<file path="src/rtl/mem_port_arbiter.sv">
// Round-robin arbiter sharing one byte-wide memory port between the CPU (port 0)
// and the loader/DMA engine (port 1). Grants are registered; bursts are bounded.
//
// state | meaning
// IDLE  | nobody owns the port
// OWN0  | CPU owns the port
// OWN1  | loader owns the port
module mem_port_arbiter #(
    parameter int AW        = 8,
    parameter int DW        = 8,
    parameter int MAX_BURST = 4
) (
    input  logic          clk,
    input  logic          reset,
    input  logic          req0,
    input  logic          we0,
    input  logic [AW-1:0] adr0,
    input  logic [DW-1:0] wdata0,
    output logic          gnt0,
    input  logic          req1,
    input  logic          we1,
    input  logic [AW-1:0] adr1,
    input  logic [DW-1:0] wdata1,
    output logic          gnt1,
    input  logic [DW-1:0] mem_rdata,
    output logic [DW-1:0] rdata,
    output logic [AW-1:0] mem_adr,
    output logic          mem_we,
    output logic [DW-1:0] mem_wdata,
    output logic          owner_busy
);

    localparam int CW = (MAX_BURST > 1) ? $clog2(MAX_BURST) : 1;

    typedef enum logic [1:0] {
        IDLE = 2'd0,
        OWN0 = 2'd1,
        OWN1 = 2'd2
    } state_t;

    state_t        state, state_nxt;
    logic [CW-1:0] beat_cnt, beat_cnt_nxt;
    logic          last_owner, last_owner_nxt;
    logic          beat0, beat1, cnt_last;

    assign gnt0       = (state == OWN0);
    assign gnt1       = (state == OWN1);
    assign owner_busy = gnt0 | gnt1;
    assign beat0      = gnt0 & req0;
    assign beat1      = gnt1 & req1;
    assign cnt_last   = (beat_cnt == CW'(MAX_BURST - 1));

    // Port mux is gated by the beat so a dead grant cycle never writes.
    always_comb begin
        mem_adr   = '0;
        mem_wdata = '0;
        mem_we    = 1'b0;
        if (beat0) begin
            mem_adr   = adr0;
            mem_wdata = wdata0;
            mem_we    = we0;
        end else if (beat1) begin
            mem_adr   = adr1;
            mem_wdata = wdata1;
            mem_we    = we1;
        end
    end

    assign rdata = mem_rdata;

    always_ff @(posedge clk or posedge reset) begin
        if (reset) begin
            state      <= IDLE;
            beat_cnt   <= '0;
            last_owner <= 1'b1;
        end else begin
            state      <= state_nxt;
            beat_cnt   <= beat_cnt_nxt;
            last_owner <= last_owner_nxt;
        end
    end

    always_comb begin
        state_nxt      = state;
        last_owner_nxt = last_owner;
        case (state)
            IDLE: begin
                if (req0 && req1)
                    state_nxt = last_owner ? OWN0 : OWN1;
                else if (req0)
                    state_nxt = OWN0;
                else if (req1)
                    state_nxt = OWN1;
            end
            OWN0: begin
                if (!req0)
                    state_nxt = req1 ? OWN1 : IDLE;
                else if (cnt_last && req1)
                    state_nxt = OWN1;
            end
            OWN1: begin
                if (!req1)
                    state_nxt = req0 ? OWN0 : IDLE;
                else if (cnt_last && req0)
                    state_nxt = OWN0;
            end
            default: state_nxt = IDLE;
        endcase

        if (state == OWN0 && state_nxt != OWN0)
            last_owner_nxt = 1'b0;
        else if (state == OWN1 && state_nxt != OWN1)
            last_owner_nxt = 1'b1;
    end

    // Count wraps at the burst limit so an uncontested owner streams without a gap.
    always_comb begin
        beat_cnt_nxt = beat_cnt;
        if (state_nxt != state)
            beat_cnt_nxt = '0;
        else if (beat0 || beat1)
            beat_cnt_nxt = cnt_last ? '0 : beat_cnt + CW'(1);
    end

endmodule

</file>
<file path="config.mk">
export PLATFORM = sky130hd
export DESIGN_NAME = mem_port_arbiter
export DESIGN_NICKNAME = d
export VERILOG_FILES = /design/src/rtl/mem_port_arbiter.sv
export SDC_FILE = /design/constraint.sdc
export NUM_CORES = 1
export LEC_CHECK = 0
export ABC_AREA = 1
export CAP_MARGIN = 15
export CORE_MARGIN = 2
export CORE_UTILIZATION = 33
export DETAILED_ROUTE_END_ITERATION = 6
export PLACE_DENSITY = 0.9
export SYNTH_ARGS = -nofsm -noshare
export SYNTH_HDL_FRONTEND = slang
export SYNTH_SLANG_ARGS = --single-unit
export TNS_END_PERCENT = 100
</file>
<file path="constraint.sdc">
create_clock -name clk -period 3.09 [get_ports clk]
set_clock_uncertainty 0.05 [all_clocks]
set_input_delay 0.309 -clock clk [delete_from_list [all_inputs] [get_ports clk]]
set_output_delay 0.309 -clock clk [all_outputs]
set_load 0.05 [all_outputs]
</file>
==> summary.md, run 1 <==
| Metric | Value |
|---|---|
| Vias in the first global route | 881 |
| Met1 usage | 0.1801 |
| DRT Wirelength | 2497 microns |
| Reg2Reg Depth | 8 |
| Synth Net Count | 182 |
| Post-synthesis sequential area ratio | 0.1601 |
| Crit start category | flop |
| Die area | 2799 sq um |
| Post-synthesis register bit count | 5 |
| Detailed placement HPWL | 2064 microns |
| Sequential Area | 126.4 sq um |
| Reg2reg start | state[1] |
| Synth Cell Area | 789.5 sq um |
| Crit. End Element | output port |
| CP startpoint | state[1] |
| Post-synthesis average cell area | 6.027 sq um |
| Avg WL per Cell | around 12 microns |
| Via Count | 1017 |
| Core outline area | 2233 sq um |
| WP data arrival | 2050 ps |
| Root buffer cell | clkbuf_4 |
| Worst-Margin Slew | 516.8 ps |
| Num rows | 17 |
| GRT Util Overall | 0.1654 |
| Synth top area cells | nand3_1, nand2_1, dfrtp_1 |
| Placed cell areas | between 1000 and 1500 sq um |
| Area grow syn2layout | 62.76% |
| CTS resizes | 0 |
| Max FO, Critical Path | 18 |
| First-pass GRT wire length | ~3500 microns |
| Peak Freq | 0.4143 GHz |
| Fin util | 0.5754 |
| M3 GR Usage | 0.03107 |
| DRC viols | 0 |
| Layout cells sized above 1 | 0.1788 |
| Crit share post-route | 0.7812 |
| Initial antenna violation count | 0 |
| # nets final | around 230 |
| CP required | 2730 ps |
| Final setup TNS | 0 ps |
| Die Ht | about 53 microns |
| Kind of critical path | reg2out |
| Met2 Usage GRT | 0.3083 |
| Worst setup margin | 676.0 ps |
| Fin. Hold Viols | 0 |
| Max-cap violations | 0 |
| Multi-input gate area | ~500 sq um |
| Most common cell after layout, fill and taps aside | clkdlybuf4s50_1 |
| Fill cells | 197 |
| Maximum count of clock buffers along a single path | 2 |
| RePlAce Congestion | 0.8642 |
| PortBufs | 57 |
| Power, Total | slightly below 1000 uW |
| Most frequent cells in the layout | clkdlybuf4s50_1, nand3_1, nand2_1 |
| I/O pin count | between 70 and 80 |
| DR iter-0 viols | 11 |
| 1st-pass router iterations | 4 |
| Slew HR | 0.6544 |
| Largest net degree at the start of global routing | 19 |
| CTS tree | yes |
| Synth top area share | 0.2409 |
| Most crowded layer after global routing | met2 |
| Hold-fix buffers, CTS | 0 |
| Fin. max-slew vios | 0 |
| Power Density | 758.8 nW/um^2 |
| CTS HTree Levels | 1 |
| Reg2reg setup slack | between 900 and 1000 ps |
| Yosys top cell by area | nand3_1 |
| Antenna Nets Post-Route | 0 |
| Gr ovfl total | 0 |
| Initial Util | 0.3535 |
| # setup viols final | 0 |
| YS warnings | 0 |
| Yosys cell types | 19 |
| Worst slack, placed | 941.3 ps |
| Worst-path clk slew | 40 ps |
| Setup bufs post-CTS | 0 |
| Routed vias/inst | between 4 and 5 |
| Hold Crit Class | in2async |
| Chip width | 52.91 microns |
| Post-route minimum period | 2414 ps |
| CTS Buf Count | 3 |
| Unrepaired setup endpoints after global routing | false |
| Design Area, Final | 1285 sq um |
| Synthesized instance count | 131 |
| Status | finished clean |
| # diodes | 0 |
| CTS sink cnt | 5 |
| Leak Pwr | 0.0006800 uW |
| Clock Latency Late Sink | 240 ps |
| Peak supply drop | 0.4748 mV |
## logic make-up after synthesis
group | Yosys count | synth area share
buffers and inverters | 29 | 0.2044
AOI/OAI and AO/OA | 2 | 0.01585
adders and majority gates | 5 | 0.07924
and+or+nand+nor | 88 | 0.5119
DFF | 5 | 0.1601
muxes | 2 | 0.02852
## flip-flops by register name, summed over array words and instances, names as in the netlist
signal / cells
last_owner: 1
beat_cnt: 2
state: 2
## report_power, final
part	internal, uW	switching, uW	total (uW)
combinational	259	522	782
clock	48.7	24.5	73.2
sequential	93.5	26.6	120
total	402	573	975
## per-layer routing
layer / wire length, microns / share of wire / up-vias
li1: - / - / 511
met1: 979 / 0.39 / 461
met2: 1257 / 0.50 / 41
met3: 225 / 0.090 / 4
met4: 34 / 0.014 / 0
met5: 0 / 0 / -
## layout make-up
| class | instances | share of cell area |
|---|---|---|
| Timing Repair Buffer | 59 | 0.4226 |
| Multi-Input combinational cell | 97 | 0.3905 |
| Sequential cell | 5 | 0.09834 |
| Inverter | 14 | 0.04090 |
| Tap cell | 28 | 0.02726 |
| Clock buffer | 4 | 0.02045 |
## cell usage after synthesis, drive strengths merged
master	number
dfrtp	4
buf	12
nor2	10
inv	14
nand4	1
nand2	36
nand3	41
mux2	2
dfstp	1
clkbuf	3
a21oi	1
o21bai	1
ha	5
## critical path, cell delays in order, from the launching register on
cell	delay [ps]
dfrtp_1	430
inv_1	150
ha_1	330
buf_4	250
nand2_2	220
nand3_1	170
nand2_1	70
buf_4	190
## final timing paths
kind,endpoint
hold reg to reg,last_owner
setup reg to reg,beat_cnt[0]
min in group clk,last_owner
max in group asynchronous,last_owner
setup / recovery,mem_adr[6]
hold / removal,beat_cnt[0]
## per-stage QoR
stage / hold WS [ps] / instances
floorplan: 36.79 / 131
detailed placement: 423.9 / 203
global route: 241.5 / 207
CTS: 214.3 / 207
finish: 215.8 / 207
global placement: 419.3 / 203
No activity file was read; power rests on OpenSTA's default activity.
==> inputs of run 2 (changes only) <==
- CORE_UTILIZATION: 33 -> 27
- PLACE_DENSITY: 0.9 -> 0.79
- clock period: 3.09 -> 1.94 ns (I/O delays scaled with it)
==> run 2 against run 1 <==
Against the previous run:
- die area rose by 20%
- flip-flop and latch count stayed put
- design area rose by 19%
- first-iteration DRC count rose by 120%
- non-clock buffer count up 3
- critical path type unchanged
- critical endpoint is now mem_adr[2]
==> summary.md, run 2 (synthesized netlist as in run 1, its figures left out) <==
| Metric | Value |
|---|---|
| Status | finished clean |
| Area grow syn2layout | 93.34% |
| Most common cell after layout, fill and taps aside | nand3_1 |
| Unrepaired setup endpoints after global routing | false |
| Peak Freq | 0.5523 GHz |
| Clk pwr share | 0.064 |
| Most frequent cells in the layout | nand3_1, clkdlybuf4s50_1, nand2_1 |
| CP required | 1700 ps |
| DRT Wirelength | 2463 microns |
| Max FO, Critical Path | 18 |
| Setup bufs post-CTS | 0 |
| Largest registers | beat_cnt: 2 flops, state: 2 flops, last_owner: 1 flops |
| GRT Util Overall | 0.1430 |
| 1st-pass router iterations | 4 |
| Layout cells sized above 1 | 0.2842 |
| # setup viols final | 0 |
| Fin. Hold Viols | 0 |
| Crit. End Element | output port |
| Maximum count of clock buffers along a single path | 2 |
| CTS Buf Count | 3 |
| Die Ht | 58.08 microns |
| Worst slack, placed | about 150 ps |
| Initial Util | 0.2863 |
| Initial antenna violation count | 0 |
| Max-cap violations | 0 |
| Chip width | roughly 58 microns |
| Post-route minimum period | 1811 ps |
| Fin util | 0.5535 |
| Register share of total power | 0.094 |
| First-pass GRT wire length | 3836 microns |
| Peak supply drop | slightly below 1 mV |
| Largest net degree at the start of global routing | 19 |
| # nets final | 235 |
| Num rows | 19 |
| Avg WL per Cell | 11.51 microns |
| Die area | 3373 sq um |
| Pint | 877.3 uW |
| Hold-fix buffers, CTS | 0 |
| Crit share post-route | 0.9333 |
| Worst-path clk slew | 40 ps |
| DR iter-0 viols | 24 |
| Kind of critical path | reg2out |
| Routed vias/inst | between 4 and 5 |
| Antenna Nets Post-Route | 0 |
| CTS resizes | 0 |
| Hold Crit Class | in2async |
| Worst setup margin | 129.3 ps |
| Combinational fraction of design power | 0.842 |
| Sw Share | 0.5293 |
| DRC viols | 0 |
| Root buffer cell | clkbuf_4 |
| Fin. max-slew vios | 0 |
| CTS sink cnt | 5 |
| PortBufs | 57 |
| Reg2reg start | state[1] |
| Final setup TNS | 0 ps |
| Crit start category | flop |
| Vias in the first global route | 917 |
| Worst-Margin Slew | 191.8 ps |
| CTS HTree Levels | 1 |
| Via Count | about 1000 |
| Leak Pwr | roughly 0.00075 uW |
| I/O pin count | 74 |
| CTS tree | yes |
| Clock Latency Late Sink | 240 ps |
| # diodes | 0 |
| Gr ovfl total | 0 |
| RePlAce Congestion | 0.7980 |
| CP startpoint | state[1] |
| Net Switching | 986.3 uW |
| Detailed placement HPWL | 1989 microns |
| WP data arrival | 1570 ps |
| Slew HR | 0.8720 |
| Core outline area | between 2000 and 3000 sq um |
| Power Density | ~1200 nW/um^2 |
## run 2: changes by cell type in the layout (fill, tap and decap cells not counted), moves of 2 or more
cell | previous run | this run
buf_12 | 0 | 12
buf_4 | 19 | 12
clkdlybuf4s50_1 | 40 | 37
ha_1 | 5 | 3
ha_4 | 0 | 2
nand2_1 | 34 | 23
nand2_2 | 2 | 12
## run 2: metrics by stage
step	cell area, sq um	hold WS (ps)	total power [uW]	instances
floorplan	840.8	-78.21	1196	131
global placement	1478	338.3	1714	209
detailed placement	1478	338.3	1730	209
CTS	1504	96.58	1856	213
global route	1526	113.9	1993	214
finish	1526	96.48	1864	214
## run 2: path summary, 6_finish.rpt
check                      depth (start not counted)  slack (ps)     endpoint
max                                                6         130   mem_adr[2]
min in group clk                                   0         340     rdata[1]
max in group asynchronous                          2        1500   last_owner
max reg2reg                                        7         330  beat_cnt[0]
min reg2reg                                        2         440   last_owner
min                                                2         100     state[1]
## run 2: critical path, cell delays in order, from the launching register on
cell and delay, ps:
dfrtp_1 400, inv_1 160, ha_4 190, buf_6 190, nand3_1 100, nand2_1 80, buf_4 190
## run 2: layout make-up
| class | count | area, sq um |
|---|---|---|
| repair inverters | 1 | 6.256 |
| fillers | 257 | 1231 |
| inverters | 14 | 57.56 |
| multi-input cells | 97 | 559.3 |
| clock buffers | 4 | 26.28 |
| well taps | 31 | 38.79 |
| repair buffers | 62 | 711.9 |
| flip-flops and latches | 5 | 126.4 |
## run 2: power by group through the flow
stage / clock network, uW / logic (uW) / registers [uW]
after global placement: 0 / 1540 / 176
after detailed placement: 0 / 1550 / 177
after global routing: 135 / 1680 / 179
after CTS: 125 / 1560 / 175
final: 119 / 1570 / 175
after floorplan: 0 / 1010 / 187
## run 2: metal layers
| layer | GRT usage | share of wire | vias up |
|---|---|---|---|
| met5 | 0 | 0 | - |
| met4 | 0.01661 | 0.0065 | 0 |
| met3 | 0.05804 | 0.088 | 2 |
| met2 | 0.2873 | 0.52 | 38 |
| met1 | 0.1378 | 0.39 | 449 |
| li1 | - | - | 520 |
==> inputs of run 3 (changes only) <==
- CORE_UTILIZATION: 27 -> 33
- PLACE_DENSITY: 0.79 -> 0.9
- clock period: 1.94 -> 2.3 ns (I/O delays scaled with it)
==> run 3 against run 2 <==
Against the previous run:
- sequential share of layout area is 1.4 points higher
- final cell count decreased by 3.3%
- wire length is 0.37% higher
- total power fell by 28%
- count of clock-buffer cells in the layout unchanged
- clock power down 17%
- sequential power shrank 9%
- via count fell by 1.1%
- flip-flop and latch count unchanged
- largest cell class unchanged
- highest routed layer unchanged
==> summary.md, run 3 (synthesized netlist as in run 1, its figures left out) <==
| Metric | Value |
|---|---|
| Gr ovfl total | 0 |
| Slew HR | 0.6721 |
| Hold-fix buffers, CTS | 0 |
| M3 GR Usage | 0.06215 |
| CTS sink cnt | 5 |
| Peak supply drop | approximately 0.73 mV |
| Routed vias/inst | 4.821 |
| Pint | 568.1 uW |
| Chip width | 52.91 microns |
| Most crowded layer after global routing | met2 |
| # nets final | about 230 |
| Antenna Nets Post-Route | 0 |
| Reg2reg setup slack | 450 ps |
| Num rows | 17 |
| Crit. End Element | output port |
| Area grow syn2layout | 65.93% |
| Initial Util | 0.3535 |
| Final setup TNS | 0 ps |
| First-pass GRT wire length | 3615 microns |
| Critical path's top delay family | buffers and inverters |
| Post-route minimum period | 2176 ps |
| DRT Wirelength | 2472 microns |
| Die Ht | between 50 and 60 microns |
| Max-cap violations | 0 |
| Worst setup margin | about 120 ps |
| Clk pwr share | 0.074 |
| Fill cells | 198 |
| Leak Pwr | slightly below 0.0007 uW |
| Net Switching | 778.7 uW |
| Core outline area | 2233 sq um |
| Combinational fraction of design power | 0.808 |
| WP data arrival | 1900 ps |
| Root buffer cell | clkbuf_4 |
| Hold Crit Class | in2async |
| Kind of critical path | reg2out |
| DR iter-0 viols | 15 |
| 1st-pass router iterations | 4 |
| Via Count | between 900 and 1000 |
| Avg WL per Cell | 11.94 microns |
| CP max stage delay | 800 ps |
| Sw Share | 0.5782 |
| Reg2reg end | beat_cnt[0] |
| Detailed placement HPWL | about 2000 microns |
| CTS Buf Count | 3 |
| Max FO, Critical Path | 6 |
| Peak Freq | 0.4595 GHz |
| Worst-Margin Slew | 490.3 ps |
| CTS resizes | 0 |
| Setup bufs post-CTS | 0 |
| Crit-path slowest cell | clkdlybuf4s50_1 |
| Worst slack, placed | between 300 and 400 ps |
| RePlAce Congestion | 0.8724 |
| Met2 Usage GRT | 0.3333 |
| DRC viols | 0 |
| # diodes | 0 |
| Most frequent cells in the layout | clkdlybuf4s50_1, nand3_1, nand2_1 |
| Maximum count of clock buffers along a single path | 2 |
| Status | finished clean |
| Largest registers | beat_cnt: 2 flops, state: 2 flops, last_owner: 1 flops |
| I/O pin count | 74 |
| GRT Util Overall | 0.1712 |
| Unrepaired setup endpoints after global routing | false |
| CP required | 2020 ps |
| Met1 usage | 0.1610 |
| Power, Total | between 1000 and 1500 uW |
| PortBufs | 57 |
| Most common cell after layout, fill and taps aside | clkdlybuf4s50_1 |
| Initial antenna violation count | 0 |
| Crit start category | flop |
| # setup viols final | 0 |
| Fin. Hold Viols | 0 |
| Largest net degree at the start of global routing | 19 |
| Clock Latency Late Sink | 240 ps |
| Layout cells sized above 1 | 0.1899 |
| CP Cell Sequence | inv_1, ha_1, clkdlybuf4s50_1 |
| Vias in the first global route | 880 |
| Reg2reg start | state[0] |
| CTS tree | yes |
| Register share of total power | 0.118 |
| WP buf/inv | 2 |
| Crit share post-route | 0.9461 |
| Reg2Reg Depth | 11 |
| CTS HTree Levels | 1 |
| Die area | 2799 sq um |
| Power Density | between 1000 and 1500 nW/um^2 |
| Worst-path clk slew | 40 ps |
| Fin. max-slew vios | 0 |
run 3: cell count changes in the layout (fill, tap and decap cells not counted), sizes merged:
cell | previous run | this run
buf | 25 | 20
clkinv | 1 | 0
clkdlybuf4s50 | 37 | 39
run 3: metrics by stage:
stage / cells / util / hold WS [ps] / cell area (sq um)
after floorplan: 131 / - / -42.21 / 792.0
after CTS: 207 / 0.5866 / 130.4 / 1310
after global routing: 207 / 0.5866 / 132.7 / 1310
after global placement: 203 / 0.5748 / 393.1 / 1284
final: 207 / 0.5866 / 138.5 / 1310
after detailed placement: 203 / 0.5748 / 392.3 / 1284
run 3: metal layers:
| metal | routed length [microns] | part of all wire |
|---|---|---|
| met5 | 0 | 0 |
| met4 | 64 | 0.026 |
| met3 | 302 | 0.12 |
| met2 | 1197 | 0.48 |
| met1 | 908 | 0.37 |
run 3: final cells by class:
class	instances	area [sq um]	area share
timing repair buffer	59	565.5	0.4317
multi-input combinational	97	504.2	0.3849
sequential	5	126.4	0.09647
inverter	14	52.55	0.04011
tap	28	35.03	0.02674
clock buffer	4	26.28	0.02006
run 3: how the worst max path moves through the flow:
stage          startpoint    endpoint  cells after the start
5_1_grt          state[0]  owner_busy                      3
3_3_place_gp     state[1]  owner_busy                      3
6_report         state[1]  owner_busy                      3
2_1_floorplan    state[1]  mem_adr[4]                      6
4_1_cts          state[0]  owner_busy                      3
3_5_place_dp     state[0]  owner_busy                      3
run 3: power groups by stage:
stage	Sequential (uW)	Clock [uW]	Combinational (uW)
2_1_floorplan	151	0	807
3_3_place_gp	157	0	1060
3_5_place_dp	159	0	1080
4_1_cts	158	105	1090
5_1_grt	166	116	1170
6_report	159	99.3	1090
